<file path="src/rtl/seg_scan_decoder.sv">
// Seven-segment scan monitor: rebuilds per-digit hex values from multiplexed active-low anode/cathode lines.
// Optional per-digit refresh timeout when SEG_DIGIT_TIMEOUT_EN is defined.
module seg_scan_decoder #(
    parameter int NUM_DIGITS     = 4,
    parameter int STABLE_CYCLES  = 4,
    parameter int TIMEOUT_CYCLES = 1000000,
    localparam int IDX_W         = (NUM_DIGITS > 1) ? $clog2(NUM_DIGITS) : 1
) (
    input  logic                    clk,
    input  logic                    rst,
    input  logic [NUM_DIGITS-1:0]   an,
    input  logic [6:0]              seg,
    input  logic                    err_clr,
    output logic [4*NUM_DIGITS-1:0] digits,
    output logic [NUM_DIGITS-1:0]   valid,
    output logic [NUM_DIGITS-1:0]   err,
    output logic                    upd,
    output logic [IDX_W-1:0]        upd_idx
);

    localparam int CNT_W = $clog2(STABLE_CYCLES + 1);

    typedef enum logic [1:0] {
        ST_IDLE   = 2'd0,
        ST_TRACK  = 2'd1,
        ST_LOCKED = 2'd2
    } state_t;

    if (NUM_DIGITS < 1 || STABLE_CYCLES < 2 || TIMEOUT_CYCLES < 1) begin : g_param_check
        $error("seg_scan_decoder: illegal parameter value");
    end

    // Returns {legal, blank, value}; anything neither legal nor blank is an error glyph.
    function automatic logic [5:0] f_decode(input logic [6:0] s);
        case (s)
            7'b0000001: return {2'b10, 4'h0};
            7'b1001111: return {2'b10, 4'h1};
            7'b0010010: return {2'b10, 4'h2};
            7'b0000110: return {2'b10, 4'h3};
            7'b1001100: return {2'b10, 4'h4};
            7'b0100100: return {2'b10, 4'h5};
            7'b0100000: return {2'b10, 4'h6};
            7'b0001111: return {2'b10, 4'h7};
            7'b0000000: return {2'b10, 4'h8};
            7'b0001100: return {2'b10, 4'h9};
            7'b0001000: return {2'b10, 4'hA};
            7'b1100000: return {2'b10, 4'hB};
            7'b0110001: return {2'b10, 4'hC};
            7'b1000010: return {2'b10, 4'hD};
            7'b0110000: return {2'b10, 4'hE};
            7'b0111000: return {2'b10, 4'hF};
            7'b1111111: return {2'b01, 4'h0};
            default:    return {2'b00, 4'h0};
        endcase
    endfunction

    logic [NUM_DIGITS-1:0]   r_an, r_an_prev;
    logic [6:0]              r_seg, r_seg_prev;
    state_t                  r_state, w_state_nx;
    logic [CNT_W-1:0]        r_cnt, w_cnt_nx;
    logic                    w_accept;
    logic                    w_addr, w_same;
    logic [IDX_W-1:0]        w_idx;
    logic [5:0]              w_dec;
    logic                    w_legal, w_illegal;
    logic [NUM_DIGITS-1:0]   w_acc_mask, w_valid_base, w_valid_nx, w_err_nx;
    logic [4*NUM_DIGITS-1:0] r_digits;
    logic [NUM_DIGITS-1:0]   r_valid, r_err;
    logic                    r_upd;
    logic [IDX_W-1:0]        r_upd_idx;

    // Input capture runs through reset so a fresh count starts from clean history.
    always_ff @(posedge clk) begin
        r_an       <= an;
        r_seg      <= seg;
        r_an_prev  <= r_an;
        r_seg_prev <= r_seg;
    end

    // Sample classification and selected-digit index.
    always_comb begin
        w_addr = $onehot(~r_an);
        w_same = (r_an == r_an_prev) && (r_seg == r_seg_prev);
        w_idx  = '0;
        for (int i = 0; i < NUM_DIGITS; i++) begin
            w_idx = w_idx | (r_an[i] ? IDX_W'(0) : IDX_W'(i));
        end
        w_dec     = f_decode(r_seg);
        w_legal   = w_dec[5];
        w_illegal = ~w_dec[5] & ~w_dec[4];
    end

    // FSM state register.
    always_ff @(posedge clk) begin
        if (rst) begin
            r_state <= ST_IDLE;
            r_cnt   <= '0;
        end else begin
            r_state <= w_state_nx;
            r_cnt   <= w_cnt_nx;
        end
    end

    // FSM next-state: a sample must repeat STABLE_CYCLES times before it is accepted.
    always_comb begin
        w_state_nx = r_state;
        w_cnt_nx   = r_cnt;
        w_accept   = 1'b0;
        case (r_state)
            ST_IDLE: begin
                if (w_addr) begin
                    w_state_nx = ST_TRACK;
                    w_cnt_nx   = CNT_W'(1);
                end else begin
                    w_state_nx = ST_IDLE;
                    w_cnt_nx   = '0;
                end
            end
            ST_TRACK: begin
                if (w_same) begin
                    if (r_cnt == CNT_W'(STABLE_CYCLES - 1)) begin
                        w_state_nx = ST_LOCKED;
                        w_cnt_nx   = CNT_W'(STABLE_CYCLES);
                        w_accept   = 1'b1;
                    end else begin
                        w_cnt_nx   = r_cnt + CNT_W'(1);
                    end
                end else if (w_addr) begin
                    w_state_nx = ST_TRACK;
                    w_cnt_nx   = CNT_W'(1);
                end else begin
                    w_state_nx = ST_IDLE;
                    w_cnt_nx   = '0;
                end
            end
            ST_LOCKED: begin
                if (w_same) begin
                    w_state_nx = ST_LOCKED;
                end else if (w_addr) begin
                    w_state_nx = ST_TRACK;
                    w_cnt_nx   = CNT_W'(1);
                end else begin
                    w_state_nx = ST_IDLE;
                    w_cnt_nx   = '0;
                end
            end
            default: begin
                w_state_nx = ST_IDLE;
                w_cnt_nx   = '0;
            end
        endcase
    end

`ifdef SEG_DIGIT_TIMEOUT_EN
    localparam int TMO_W = $clog2(TIMEOUT_CYCLES + 1);

    logic [NUM_DIGITS-1:0][TMO_W-1:0] r_tmo;
    logic [NUM_DIGITS-1:0]            w_tmo_hit;

    // Per-digit refresh counters, saturating at TIMEOUT_CYCLES.
    always_ff @(posedge clk) begin
        if (rst) begin
            r_tmo <= '0;
        end else begin
            for (int i = 0; i < NUM_DIGITS; i++) begin
                if (w_acc_mask[i]) begin
                    r_tmo[i] <= '0;
                end else if (r_tmo[i] != TMO_W'(TIMEOUT_CYCLES)) begin
                    r_tmo[i] <= r_tmo[i] + TMO_W'(1);
                end
            end
        end
    end

    // Timeout fires on the edge where a counter reaches TIMEOUT_CYCLES.
    always_comb begin
        for (int i = 0; i < NUM_DIGITS; i++) begin
            w_tmo_hit[i] = (r_tmo[i] == TMO_W'(TIMEOUT_CYCLES - 1));
        end
        w_valid_base = r_valid & ~w_tmo_hit;
    end
`else
    assign w_valid_base = r_valid;
`endif

    // Next valid/err; acceptance overrides timeout, an error set overrides err_clr.
    always_comb begin
        w_acc_mask = w_accept ? (NUM_DIGITS'(1) << w_idx) : '0;
        w_valid_nx = (w_valid_base & ~w_acc_mask) | (w_legal ? w_acc_mask : '0);
        w_err_nx   = (err_clr ? '0 : r_err) | (w_illegal ? w_acc_mask : '0);
    end

    // Output registers.
    always_ff @(posedge clk) begin
        if (rst) begin
            r_digits  <= '0;
            r_valid   <= '0;
            r_err     <= '0;
            r_upd     <= 1'b0;
            r_upd_idx <= '0;
        end else begin
            r_valid <= w_valid_nx;
            r_err   <= w_err_nx;
            r_upd   <= w_accept;
            if (w_accept) begin
                r_upd_idx <= w_idx;
            end
            if (w_accept && w_legal) begin
                r_digits[{w_idx, 2'b00} +: 4] <= w_dec[3:0];
            end
        end
    end

    assign digits  = r_digits;
    assign valid   = r_valid;
    assign err     = r_err;
    assign upd     = r_upd;
    assign upd_idx = r_upd_idx;

endmodule

</file>
<file path="config.mk">
export PLATFORM = sky130hd
export DESIGN_NAME = seg_scan_decoder
export DESIGN_NICKNAME = d
export VERILOG_FILES = /design/src/rtl/seg_scan_decoder.sv
export SDC_FILE = /design/constraint.sdc
export NUM_CORES = 1
export LEC_CHECK = 0
export ABC_AREA = 1
export BUFFER_PORTS_ARGS = -buffer_cell sky130_fd_sc_hd__buf_2
export CAP_MARGIN = 5
export CORE_MARGIN = 10
export CORE_UTILIZATION = 35
export CTS_CLUSTER_SIZE = 10
export DETAILED_ROUTE_END_ITERATION = 12
export PLACE_DENSITY = 0.59
export SYNTH_ARGS = -nofsm -noshare
export SYNTH_HDL_FRONTEND = slang
export SYNTH_SLANG_ARGS = --single-unit
</file>
<file path="constraint.sdc">
create_clock -name clk -period 2.7 [get_ports clk]
set_input_delay 0.81 -clock clk [delete_from_list [all_inputs] [get_ports clk]]
set_output_delay 0.81 -clock clk [all_outputs]
set_load 0.05 [all_outputs]
</file>
==> impl_metrics.csv <==
group,metric,value,unit
yosys,seq_area_frac_synth,39.1,%
yosys,synth_cell_types,27,
sta,tightest_slew,0.418,ns
floorplanning,initial_utilization,36.0,%
sta,hold_viol_final,0,
sta,period_minus_slack,2.19,ns
pwr,powerDensity,462,mW/mm^2
worst_setup_path,max_stage_delay,0.54,ns
worst_setup_path,r2r_start,"r_an[0]$_DFF_P_",
floorplanning,die_w,109,um
detailed_routing,via_per_inst,4.59,
clocking,numClockSinks,54,
yosys,synth_warnings,0,
clocking,cts_hold_buf,0,
layout,final_cell_mix,"nand2_1 (95), dfxtp_1 (54), nor2_1 (51)",
detailed_routing,ant_nets,0,
layout,drive_gt1_share,19.9,%
yosys,synthFlopType,"dfxtp_1",
worst_setup_path,critPathKind,"register to register",
worst_setup_path,crit_cells,9,
yosys,synth-seq-cells,54,
layout,final_common_cell,"nand2_1",
detailed_routing,vias,2427,
detailed_routing,first_pass_iters,4,
layout,antenna_cells,0,
placed_design,place.gp.congestion,0.865,
sta,slew_headroom,72.1,%
worst_setup_path,cp_slowest_cell,"fa_1",
sta,max_clock_freq,456,MHz
grt,grt_pass1_vias,2450,
clocking,cts_setup_buffers,0,
layout,layout.nets,454,
detailed_routing,drt_wl_total,5920,um
worst_hold_path,holdPathStages,0,
sta,slew_violations,0,
yosys,synth_nets,414,
pwr,leakagePower,1.53,nW
clocking,cts_buffers,5,
placed_design,port_buffers,40,
worst_setup_path,crit_family,"adder cells",
worst_setup_path,crit_arrival,2.44,ns
worst_setup_path,path_cells,"fa_1 -> inv_1 -> ha_1 -> ha_1 -> nor3b_1 -> o21ai_0 -> nand2_1 -> nand2_1 -> a21oi_1",
yosys,yosysTopAreaCell,"dfxtp_1",
grt,grt_pass1_wl,10400,um
worst_hold_path,hold_path_startpoint,"r_an[2]$_DFF_P_",
detailed_routing,routedWlPerCell,11.2,um
grt,grt_max_degree,19,
clocking,clockBufferDepth,2,
clocking,clkTransAtPathRegs,0.10,ns
worst_setup_path,cp-startpoint,"r_an[0]$_DFF_P_",
layout,n_fill_cell,817,
floorplanning,rows,32,
worst_hold_path,hold_class,"register to register",
flow_run,cap_violations,0,
worst_setup_path,reg2regPathDepth,9,
placed_design,hpwl,4710,um
yosys,synth_cells,386,
yosys,netlist_area,0.00277,sq mm
clocking,cts_resized,0,
grt,groute.usage.overall,10.5,%
sta,fin_crit_sh,81.3,%
clocking,cts_tree,"done",
yosys,async_reset_ff_share,0,%
worst_setup_path,cp-end-kind,"register",
grt,antenna_found_initial,0,
layout,syn_to_final_growth,13.8,%
detailed_routing,drc_errors,0,
clocking,htree_num_levels,2,
clocking,insertion_delay,0.31,ns
yosys,yosys.area.top_type_share,39.1,%
sta,finClkSkew,0.00968,ns
placed_design,dpl_cell_area,0.00306,sq mm
detailed_routing,dr.first_iter.drc_count,58,
floorplanning,io_pins,41,
worst_setup_path,crit_path_max_fanout,4,
worst_setup_path,crit_buf_inv,1,
pwr,peakVddDrop,206,uV
grt,overflow,0,
worst_setup_path,cp-start-kind,"register",
yosys,ys_top_cells_by_area,"dfxtp_1 (39%), nand2_1 (13%), nor2_1 (6.9%)",
layout,design_area,0.00315,sq mm
sta,rsz0062_at_grt,"false",
clocking,root_buffer,"clkbuf_8",
run_status,status,"finished clean",
yosys,synth_edf_count,0,
floorplanning,core,0.00769,sq mm
worst_setup_path,required,2.95,ns
sta,tns,0,ns
yosys,avgSynthCellArea,7.16,sq um
sta,setup_viol,0,
floorplanning,die_y,109,um
floorplanning,die-area,0.0119,sq mm
-- metal layers --
layer  vias to the layer above  GRT usage [%]  wire length (um)
met5                         -              0                 0
met4                         0           4.52               132
met3                         9           2.77               297
met2                        46           18.3              2730
met1                      1076           11.9              2750
li1                       1296              -                 -
-- synth_stat cells, types with 2 or more instances --
cell      count
nand2_1      95
dfxtp_1      54
nor2_1       51
inv_1        39
nand3_1      34
a21oi_1      29
ha_1         13
nand2_2      10
nor2_2        9
o21ai_0       9
inv_2         7
clkbuf_1      5
nand4_1       5
nor3_1        5
nor2_4        3
xnor2_1       3
buf_2         2
buf_6         2
nand3_2       2
nand4_4       2
-- worst register-to-register path, stage by stage, from the launching register on --
cell     delay [ns]
dfxtp_1        0.35
fa_1           0.54
inv_1          0.04
ha_1           0.17
ha_1           0.26
nor3b_1        0.37
o21ai_0        0.15
nand2_1        0.09
nand2_1        0.06
a21oi_1        0.11
-- area by class of cell --
class                           instances  area, sq um  share of cell area [%]
Multi-Input combinational cell        277         1460                    46.4
Clock buffer                            6         72.6                    2.31
Inverter                               46          173                    5.49
Sequential cell                        54         1080                    34.4
Timing Repair Buffer                   42          215                    6.84
Tap cell                              102          128                    4.06
Clock inverter                          2         16.3                   0.517
-- final timing paths --
path                           end  slack [ns]
max          r_cnt[0]$_SDFFE_PP0P_        0.51
max reg2reg  r_cnt[0]$_SDFFE_PP0P_        0.51
min           r_an_prev[2]$_DFF_P_        0.39
min reg2reg   r_an_prev[2]$_DFF_P_        0.39
-- power by group --
part,total [mW],leakage [nW],internal [mW],switching (mW)
sequential,0.838,0.443,0.817,0.0219
combinational,0.158,1.04,0.0546,0.103
clock,0.457,0.0418,0.187,0.270
-- kinds of logic (layout without fill, tap and decap cells) --
group / count (synthesis) / count (layout) / share of synthesized area [%]
adders and majority gates: 14 / 14 / 6.61
and+or+nand+nor: 219 / 219 / 37.2
AOI/OAI and AO/OA: 41 / 41 / 8.05
DFF: 54 / 54 / 39.1
buffers and inverters: 55 / 96 / 8.10
xor gates and xnor gates: 3 / 3 / 0.950
-- registers in the layout (all words and copies together), names as in the netlist, named ones only --
register,count
r_seg,7
r_state,2
digits,16
err,4
r_an,4
r_cnt,3
r_seg_prev,7
upd,1
upd_idx,2
r_an_prev,4
-- stage by stage --
stage / instances / worst slack (ns) / util (%) / hold slack, ns / power (mW)
after floorplan: 386 / 0.647 / - / 0.326 / 0.978
after global placement: 521 / 0.555 / 39.8 / 0.374 / 1.01
after detailed placement: 521 / 0.504 / 39.8 / 0.377 / 1.02
after CTS: 529 / 0.475 / 40.9 / 0.391 / 1.47
after global routing: 529 / 0.316 / 40.9 / 0.409 / 1.53
final: 529 / 0.506 / 40.9 / 0.387 / 1.45
Power figures use the tool's default switching activity.
